<file path="src/rtl/fuzz_sched_pkg.sv">
// Purpose: shared types and defaults for the fuzzification scheduler and its arbiter.
// Latency: n/a (declarations only).
// Backpressure: n/a.
package fuzz_sched_pkg;

    typedef enum logic [1:0] {
        IDLE  = 2'd0,
        SHIFT = 2'd1,
        WAIT  = 2'd2,
        DONE  = 2'd3
    } state_t;

    localparam int DEF_NUM_CH  = 4;
    localparam int DEF_IN_W    = 10;
    localparam int DEF_OUT_W   = 7;
    localparam int DEF_ENG_LAT = 3;

    // Width of an index into n items; never narrower than one bit.
    function automatic int id_w(input int n);
        return (n > 1) ? $clog2(n) : 1;
    endfunction

endpackage

</file>
<file path="src/rtl/rr_arbiter.sv">
// Purpose: round-robin arbiter, first requester at or above ptr wins (wrapping).
// Latency: purely combinational, zero cycles.
// Backpressure: none; grant follows req/ptr in the same cycle.
// Ports: req (per-channel request), ptr (search start), grant (one-hot),
//        grant_idx (index of grant), grant_any (some channel requested).
module rr_arbiter
    import fuzz_sched_pkg::*;
#(
    parameter int NUM_CH = DEF_NUM_CH,
    localparam int IDW   = id_w(NUM_CH)
) (
    input  logic [NUM_CH-1:0] req,
    input  logic [IDW-1:0]    ptr,
    output logic [NUM_CH-1:0] grant,
    output logic [IDW-1:0]    grant_idx,
    output logic              grant_any
);

    logic [IDW-1:0] idx;

    always_comb begin
        grant     = '0;
        grant_idx = '0;
        grant_any = 1'b0;
        idx       = '0;
        for (int i = 0; i < NUM_CH; i++) begin
            idx = IDW'((int'(ptr) + i) % NUM_CH);
            if (!grant_any && req[idx]) begin
                grant_any  = 1'b1;
                grant[idx] = 1'b1;
                grant_idx  = idx;
            end
        end
    end

endmodule

</file>
<file path="src/rtl/fuzzification_scheduler.sv">
// Purpose: time-shares one bit-serial fuzzification engine among NUM_CH requesters.
// Latency: accept at T0, result valid at T(IN_W+ENG_LAT+1); one transaction in flight.
// Backpressure: DONE holds result until res_ready; no new request accepted meanwhile.
// Ports: req_valid/req_data/req_ready  - per-channel crisp-value requests (one-hot accept)
//        eng_start/eng_bit/eng_result - serial engine interface, MSB first
//        res_valid/res_ready/res_id/res_data - tagged result output; busy = not IDLE
module fuzzification_scheduler
    import fuzz_sched_pkg::*;
#(
    parameter int NUM_CH  = DEF_NUM_CH,
    parameter int IN_W    = DEF_IN_W,
    parameter int OUT_W   = DEF_OUT_W,
    parameter int ENG_LAT = DEF_ENG_LAT,
    localparam int IDW    = id_w(NUM_CH)
) (
    input  logic                   clock,
    input  logic                   reset,
    input  logic [NUM_CH-1:0]      req_valid,
    input  logic [NUM_CH*IN_W-1:0] req_data,
    output logic [NUM_CH-1:0]      req_ready,
    output logic                   eng_start,
    output logic                   eng_bit,
    input  logic [OUT_W-1:0]       eng_result,
    output logic                   res_valid,
    input  logic                   res_ready,
    output logic [IDW-1:0]         res_id,
    output logic [OUT_W-1:0]       res_data,
    output logic                   busy
);

    localparam int CNT_W  = id_w(IN_W);
    localparam int WCNT_W = id_w(ENG_LAT);

    state_t            state;
    state_t            state_nxt;
    logic [IDW-1:0]    rr_ptr;
    logic [IDW-1:0]    ch_id;
    logic [IN_W-1:0]   shreg;
    logic [CNT_W-1:0]  cnt;
    logic [WCNT_W-1:0] wcnt;

    logic [NUM_CH-1:0] grant;
    logic [IDW-1:0]    grant_idx;
    logic              grant_any;

    // Word view of the flat request bus so the granted value is a plain index.
    logic [IN_W-1:0]   req_word [NUM_CH];

    for (genvar g = 0; g < NUM_CH; g++) begin : g_unpack
        assign req_word[g] = req_data[g*IN_W +: IN_W];
    end

    rr_arbiter #(.NUM_CH(NUM_CH)) u_arb (
        .req       (req_valid),
        .ptr       (rr_ptr),
        .grant     (grant),
        .grant_idx (grant_idx),
        .grant_any (grant_any)
    );

    always_comb begin
        state_nxt = state;
        req_ready = '0;
        eng_start = 1'b0;
        eng_bit   = 1'b0;
        res_valid = 1'b0;
        busy      = 1'b1;
        case (state)
            IDLE: begin
                busy      = 1'b0;
                req_ready = grant;
                if (grant_any) state_nxt = SHIFT;
            end
            SHIFT: begin
                eng_start = 1'b1;
                eng_bit   = shreg[IN_W-1];
                if (cnt == '0) state_nxt = WAIT;
            end
            WAIT: begin
                eng_start = 1'b1;
                if (wcnt == '0) state_nxt = DONE;
            end
            DONE: begin
                res_valid = 1'b1;
                if (res_ready) state_nxt = IDLE;
            end
            default: state_nxt = IDLE;
        endcase
    end

    always_ff @(posedge clock) begin
        if (reset) begin
            state    <= IDLE;
            rr_ptr   <= '0;
            ch_id    <= '0;
            shreg    <= '0;
            cnt      <= '0;
            wcnt     <= '0;
            res_id   <= '0;
            res_data <= '0;
        end else begin
            state <= state_nxt;
            case (state)
                IDLE: begin
                    if (grant_any) begin
                        shreg <= req_word[grant_idx];
                        ch_id <= grant_idx;
                        cnt   <= CNT_W'(IN_W - 1);
                    end
                end
                SHIFT: begin
                    shreg <= {shreg[IN_W-2:0], 1'b0};
                    cnt   <= cnt - 1'b1;
                    if (cnt == '0) wcnt <= WCNT_W'(ENG_LAT - 1);
                end
                WAIT: begin
                    wcnt <= wcnt - 1'b1;
                    // Engine output is only trusted on the last wait cycle.
                    if (wcnt == '0) begin
                        res_data <= eng_result;
                        res_id   <= ch_id;
                    end
                end
                DONE: begin
                    // Served channel drops to lowest priority for the next round.
                    if (res_ready)
                        rr_ptr <= (ch_id == IDW'(NUM_CH - 1)) ? '0 : ch_id + 1'b1;
                end
                default: ;
            endcase
        end
    end

endmodule

</file>
<file path="config.mk">
export PLATFORM = sky130hd
export DESIGN_NAME = fuzzification_scheduler
export DESIGN_NICKNAME = d
export VERILOG_FILES = /design/src/rtl/fuzz_sched_pkg.sv /design/src/rtl/rr_arbiter.sv /design/src/rtl/fuzzification_scheduler.sv
export SDC_FILE = /design/constraint.sdc
export NUM_CORES = 1
export LEC_CHECK = 0
export BUFFER_PORTS_ARGS = -buffer_cell sky130_fd_sc_hd__buf_2
export CORE_AREA = 2 2 76 78
export DETAILED_ROUTE_END_ITERATION = 7
export DIE_AREA = 0 0 78 80
export GPL_TIMING_DRIVEN = 0
export PLACE_DENSITY = 0.66
export SLEW_MARGIN = 20
export SYNTH_ARGS = -nofsm -noshare
export SYNTH_HDL_FRONTEND = slang
export SYNTH_HIERARCHICAL = 1
export SYNTH_SLANG_ARGS = --single-unit
</file>
<file path="constraint.sdc">
create_clock -name clock -period 3.7 [get_ports clock]
set_input_delay 0.37 -clock clock [delete_from_list [all_inputs] [get_ports clock]]
set_output_delay 0.37 -clock clock [all_outputs]
set_load 0.03 [all_outputs]
</file>
==> run_results.csv, run 1 <==
group,metric,value,unit
worst_setup_path,start_kind,"flop",
placed_design,gp_congestion,0.7877,
routing,ant_nets,0,
routing,routed_wl,5176,microns
worst_setup_path,cp.required,3.88,ns
routing,drt_pass1_iterations,4,
placed_design,preCtsSetupSlack,0.4845,ns
final_layout,nNetsFinal,402,
synth,yosys_warnings,6,
placed_design,io_buffer_count,70,
pwr,comb_power_share,54.0,%
placed_design,dpl.cell_count,399,
final_layout,fin_util,49.54,%
grt,grt.total_usage,16.92,%
min_path,hold_path.class,"in2reg",
timing,hold_viol_final,0,
clock_network,cts_root_buffer,"clkbuf_8",
timing,fmax,0.3129,GHz
timing,slew_viol_final,0,
final_layout,final_common_cell,"buf_2",
floorplan,io_pins,71,
clock_network,cts_setup_buffers,0,
pwr,vdd_ir_drop_max,0.0003814,V
worst_setup_path,crit_type,"reg2reg",
routing,num_vias,2094,
timing,fin_crit_sh,86.37,%
grt,antenna_found_initial,0,
pwr,p_clk_share,16.3,%
synth,synthCells,257,
clock_network,holdBufCountCts,0,
synth,synth-seq-cells,31,
routing,drc,0,
clock_network,clockBufferDepth,2,
routing,viasPerCell,5.158,
pwr,p_sw_share,43.39,%
grt,grt_pass1_wl,8514,microns
timing,setup_tns,0,ns
timing,setup_ws,0.5042,ns
clock_network,cts_resized,0,
synth,syn_area_per_cell,8.364,sq um
pwr,seq_power_share,29.6,%
status,status,"finished clean",
clock_network,cts_tree,"yes",
timing,worst_slew_pin_slew,0.5206,ns
synth,syn_area,2150,sq um
synth,ys_seq_area_share,28.87,%
job,drv_cap,0,
timing,rsz0062_at_grt,"no",
clock_network,clk_latency,0.28,ns
grt,grt_pass1_vias,1872,
timing,setup_viol,0,
pwr,p_sw,707.0,uW
synth,synth_nets,325,
final_layout,antenna_cells,0,
clock_network,h-tree-depth,2,
synth,synth_ff_type,"dfxtp_1",
routing,drt_iter0_markers,117,
pwr,power.internal,922.3,uW
synth,synth_async_sr_flop_share,0,%
floorplan,die_h,80,microns
timing,fin_skew,0.006322,ns
pwr,p_per_area,608.5,nW/um^2
grt,overflow,0,
timing,relSlewSlack,65.29,%
placed_design,placed_area,2590,sq um
final_layout,stdcell_count,406,
synth,synth_edf_count,0,
worst_setup_path,worst-path-max-fanout,10,
worst_setup_path,arrival,3.37,ns
grt,grt_max_degree,11,
routing,avgRoutedWirePerCell,12.75,microns
final_layout,area_growth_syn_to_layout,24.56,%
final_layout,stdcell_area,2678,sq um
floorplan,die_w,78,microns
floorplan,die_area,6240,sq um
floorplan,start_util,39.77,%
pwr,power_leakage,1.153,nW
placed_design,dpl.hpwl,4056,microns
final_layout,layout_common_cells,"buf_2, dfxtp_1, nor2_1",
synth,synth_cell_types,37,
worst_setup_path,crit_path_end_kind,"flop",
floorplan,rows,27,
final_layout,drive_gt1_share,28.44,%
floorplan,core,5405,sq um
clock_network,clkTransAtPathRegs,0.06,ns
clock_network,numCtsBuffers,5,
timing,min_period,3.196,ns
clock_network,clock_sinks,31,
==> synthesized netlist by cell type (all sizes together) (2+ instances only) <==
| library cell | n | area share, % |
|---|---|---|
| o221ai | 9 | 3.7 |
| mux4 | 5 | 5.6 |
| nand3 | 13 | 3.0 |
| mux2i | 20 | 9.3 |
| dfxtp | 31 | 29 |
| buf | 8 | 3.1 |
| nor3 | 14 | 3.5 |
| a211oi | 4 | 1.4 |
| a21oi | 17 | 4.5 |
| ha | 14 | 8.1 |
| and2 | 5 | 1.5 |
| nand2b | 7 | 2.0 |
| nand2 | 27 | 4.7 |
| a22oi | 10 | 3.5 |
| clkbuf | 8 | 1.4 |
| o21ai | 9 | 2.1 |
| inv | 12 | 2.1 |
| mux2 | 2 | 1.0 |
| nor2 | 30 | 5.2 |
==> power by group through the flow <==
| stage | Clock (mW) | Sequential [mW] | Combinational (mW) |
|---|---|---|---|
| 2_1_floorplan | 0 | 0.504 | 0.660 |
| 3_3_place_gp | 0 | 0.488 | 0.869 |
| 3_5_place_dp | 0 | 0.490 | 0.888 |
| 4_1_cts | 0.273 | 0.483 | 0.891 |
| 5_1_grt | 0.283 | 0.495 | 0.986 |
| 6_report | 0.266 | 0.483 | 0.880 |
==> cell families (layout without fill, tap and decap cells) <==
kind of cell    after synthesis  count (layout)  share of synthesized area [%]
fa+ha+maj                    14              14                          8.149
flops                        31              31                          28.87
mux                          27              27                          15.95
simple gates                103             103                          23.17
compound gates               54              54                          17.23
buf+inv                      28             105                          6.635
==> final cells by class <==
cell class,count,area [sq um]
fillers,543,2728
plain buffers,16,97.59
clock buffers,6,82.58
well taps,72,90.09
multi-input cells,198,1386
clock inverters,1,5.005
repair buffers,70,350.3
flip-flops and latches,31,620.6
inverters,12,45.04
==> path summary, 6_finish.rpt <==
| path | start | to | slack, ns | cells after the start |
|---|---|---|---|---|
| worst max-delay path | rr_ptr[1] | shreg[9] | 0.50 | 12 |
| worst min-delay path | reset | shreg[9] | 0.29 | 2 |
| worst max register to register | rr_ptr[1] | shreg[9] | 0.50 | 12 |
| worst min register to register | res_data[6] | res_data[6] | 0.45 | 2 |
==> metrics by stage <==
stage / hold WS [ns] / power, mW
finish: 0.2867 / 1.629
CTS: 0.2772 / 1.647
global placement: 0.4399 / 1.357
floorplan: 0.4363 / 1.164
global route: 0.2874 / 1.764
detailed placement: 0.4448 / 1.378
==> layer usage <==
layer,wire length (microns),up-vias,track usage (%)
met5,0,-,0
met4,59,0,4.912
met3,257,7,3.959
met2,2389,44,27.07
met1,2470,969,22.73
li1,-,1074,-
==> worst max-delay path, stage by stage, from the launching register on <==
cell and delay (ns):
dfxtp_1 0.50, inv_1 0.15, ha_1 0.38, mux4_2 0.32
buf_6 0.16, nor4b_4 0.37, nor2_1 0.10, a32o_1 0.28
nand2b_1 0.09, clkbuf_1 0.33, o221ai_1 0.20, nor2_1 0.15
nor3_2 0.06
==> state kept, by name, indices dropped and copies added, names as in the netlist <==
signal,flops
ch_id,2
cnt,4
shreg,10
res_id,2
state,2
wcnt,2
rr_ptr,2
res_data,7
No activity file was read; power rests on OpenSTA's default activity.
==> inputs of run 2 (changes only) <==
--- a/config.mk
+++ b/config.mk
@@ -6,13 +6,13 @@
 export NUM_CORES = 1
 export LEC_CHECK = 0
 export BUFFER_PORTS_ARGS = -buffer_cell sky130_fd_sc_hd__buf_2
-export CORE_AREA = 2 2 76 78
+export CORE_AREA = 2 2 83 85
 export DETAILED_ROUTE_END_ITERATION = 7
-export DIE_AREA = 0 0 78 80
+export DIE_AREA = 0 0 85 87
 export GPL_TIMING_DRIVEN = 0
-export PLACE_DENSITY = 0.66
+export HOLD_SLACK_MARGIN = 0.05
+export PLACE_DENSITY = 0.64
 export SLEW_MARGIN = 20
 export SYNTH_ARGS = -nofsm -noshare
 export SYNTH_HDL_FRONTEND = slang
-export SYNTH_HIERARCHICAL = 1
 export SYNTH_SLANG_ARGS = --single-unit
==> run 2 against run 1 <==
  * Sequential power up 4.1%
  * Cell count up 24%
  * Clock power up 32%
  * First-iteration DRC count up 18%
  * Critical path depth unchanged
  * Largest cell class unchanged
  * Register-to-register slack worse by 0.19 ns
  * Synthesized cell count up 32%
  * Design area up 22%
  * Combinational power up 25%
  * Utilization up 0.063 points
  * Non-clock buffer count up 17
==> run_results.csv, run 2 <==
group,metric,value,unit
status,status,"finished clean",
timing,fin_crit_sh,94.04,%
routing,routed_wl,7392,microns
worst_setup_path,r2r-start,"rr_ptr[0]",
synth,syn_area,2574,sq um
clock_network,clk_latency,0.29,ns
floorplan,start_util,39.18,%
min_path,whs_path_depth,3,
clock_network,holdBufCountCts,0,
routing,avgRoutedWirePerCell,14.70,microns
timing,slew_viol_final,0,
routing,drt_pass1_iterations,4,
synth,ys_seq_area_share,24.11,%
clock_network,clkTransAtPathRegs,0.07,ns
final_layout,drive_gt1_share,27.90,%
pwr,vdd_ir_drop_max,0.0003071,V
synth,synth_mux_area_share,7.438,%
synth,synth_top_family_by_area,"compound AO/OA/AOI/OAI gates",
synth,synth_compound_area_share,29.51,%
final_layout,layout_common_cells,"buf_2, a21oi_1, nand2_1",
floorplan,die_h,87,microns
timing,setup_tns,0,ns
floorplan,die_w,85,microns
final_layout,fin_util,49.60,%
synth,synth_largest_area_cell,"dfxtp_1",
grt,overflow,0,
routing,num_vias,2818,
synth,yosysMostFrequentCell,"a21oi_1",
routing,ant_nets,0,
timing,hold_viol_final,0,
clock_network,clock_sinks,31,
synth,synth_nets,408,
grt,grt_pass1_vias,2582,
timing,setup_viol,0,
final_layout,largest_reg_flops,10,
worst_setup_path,worst-path-max-fanout,13,
synth,synthCells,338,
floorplan,rows,30,
grt,grt_max_degree,14,
clock_network,numCtsBuffers,5,
routing,drc,0,
worst_setup_path,crit_path_end_kind,"output pin",
final_layout,antenna_cells,0,
timing,worst_slew_pin_slew,0.8607,ns
synth,synth_edf_count,0,
final_layout,top_register,"shreg",
worst_setup_path,cp.required,3.33,ns
min_path,hold_path.class,"in2reg",
pwr,p_total,1.956,mW
synth,syn_area_per_cell,7.615,sq um
timing,min_period,3.479,ns
worst_setup_path,reg2reg_depth,12,
floorplan,die_area,7395,sq um
floorplan,core,6569,sq um
synth,synth_async_sr_flop_share,0,%
timing,rsz0062_at_grt,"no",
synth,yosys_warnings,0,
synth,synth_xor_xnor_area_share,0.6806,%
grt,antenna_found_initial,0,
worst_setup_path,crit_type,"reg2out",
grt,grt.total_usage,20.06,%
floorplan,io_pins,71,
final_layout,reg_top3,"shreg x10, res_data x7, cnt x4",
final_layout,num-fill-cells,675,
routing,viasPerCell,5.602,
routing,drt_iter0_markers,138,
final_layout,area_growth_syn_to_layout,26.59,%
min_path,min_from,"eng_result[2]",
grt,grt_pass1_wl,12120,microns
synth,synth_top_cell_area_share,24.11,%
job,drv_cap,0,
synth,synth_ff_type,"dfxtp_1",
synth,synth_top_cells_by_count,"a21oi_1, nand2_1, dfxtp_1",
synth,synth-seq-cells,31,
clock_network,h-tree-depth,2,
placed_design,gp_congestion,0.8826,
final_layout,final_common_cell,"buf_2",
synth,synth-simple-area-share,22.99,%
timing,fin_skew,0.008259,ns
clock_network,clockBufferDepth,2,
timing,relSlewSlack,42.62,%
synth,synth_cell_types,56,
pwr,p_per_area,600.3,nW/um^2
pwr,power_leakage,1.381,nW
synth,synth-adder-area-share,7.778,%
final_layout,nNetsFinal,492,
clock_network,cts_root_buffer,"clkbuf_8",
timing,fmax,0.2874,GHz
worst_setup_path,critical_path.startpoint,"rr_ptr[0]",
placed_design,dpl.hpwl,5513,microns
worst_setup_path,start_kind,"flop",
synth,synth_area_leaders,"dfxtp_1, ha_1, a21oi_1, nand2_1, a2111oi_0",
clock_network,cts_tree,"yes",
placed_design,io_buffer_count,70,
worst_setup_path,arrival,3.11,ns
## run 2: cell count changes in the layout (fill, tap and decap cells not counted), sizes merged, moves of 5 or more
cell | before | now
clkbuf | 14 | 22
inv | 12 | 18
a221oi | 0 | 5
a22oi | 10 | 4
o221ai | 9 | 0
nand2 | 27 | 34
a21oi | 17 | 39
o21bai | 0 | 9
o31ai | 1 | 8
a2111oi | 0 | 14
mux2i | 20 | 9
buf | 78 | 87
## run 2: power by group
part	internal (mW)	switching [mW]	total [mW]
Sequential	0.440	0.0628	0.503
Combinational	0.407	0.693	1.10
Clock	0.218	0.135	0.352
## run 2: cell families after synthesis
family,after synthesis
AND/OR/NAND/NOR,120
AO/OA/AOI/OAI,109
buffers and inverters,45
flip-flops,31
adder cells (fa/ha/maj),16
multiplexers,15
XOR/XNOR,2
## run 2: path summary, 6_finish.rpt
| path | slack (ns) | end |
|---|---|---|
| setup / recovery | 0.22 | req_ready[2] |
| hold / removal | 0.32 | res_data[2] |
| setup reg to reg | 0.31 | shreg[5] |
| hold reg to reg | 0.46 | res_data[5] |
## run 2: area by class of cell
type                       count  area (sq um)  area share (%)
clock inverter                 2         35.03           1.075
tap                           80         100.1           3.072
inverter                      19         75.07           2.304
sequential                    31         624.3           19.16
multi-input combinational    262          1785           54.80
buffer                        24         130.1           3.994
timing repair buffer          79         425.4           13.06
clock buffer                   6         82.58           2.535
## run 2: per-stage QoR
| stage | std cells | worst slack (ns) | area, sq um | hold slack (ns) |
|---|---|---|---|---|
| 2_1_floorplan | 338 | 0.09489 | 2574 | 0.4450 |
| 3_3_place_gp | 488 | -0.4785 | 3024 | 0.4407 |
| 3_5_place_dp | 488 | -0.4662 | 3024 | 0.4463 |
| 4_1_cts | 496 | 0.001685 | 3171 | 0.3154 |
| 5_1_grt | 503 | 0.02149 | 3258 | 0.3217 |
| 6_report | 503 | 0.2206 | 3258 | 0.3234 |
## run 2: per-layer routing
| layer | share of wire (%) | global-route usage (%) | vias up |
|---|---|---|---|
| li1 | - | - | 1413 |
| met1 | 45 | 26.15 | 1285 |
| met2 | 46 | 32.32 | 105 |
| met3 | 7.3 | 4.455 | 15 |
| met4 | 2.1 | 7.792 | 0 |
| met5 | 0 | 0 | - |
## run 2: timing repair
item	4_1_cts	5_1_grt
endpoints found under the setup margin	14	5
pin swaps	1	1
resized for setup	10	7
buffers inserted	0	9
## run 2: worst max-delay path, cell delays in order (launching register included)
cell and delay, ns:
dfxtp_4 0.38, buf_6 0.16, clkinvlp_4 0.18, clkbuf_8 0.22
ha_1 0.32, buf_2 0.18, or3b_2 0.46, a21oi_1 0.15
a21oi_1 0.12, o32ai_4 0.20, a221oi_1 0.14, nor2_1 0.10
clkbuf_4 0.19
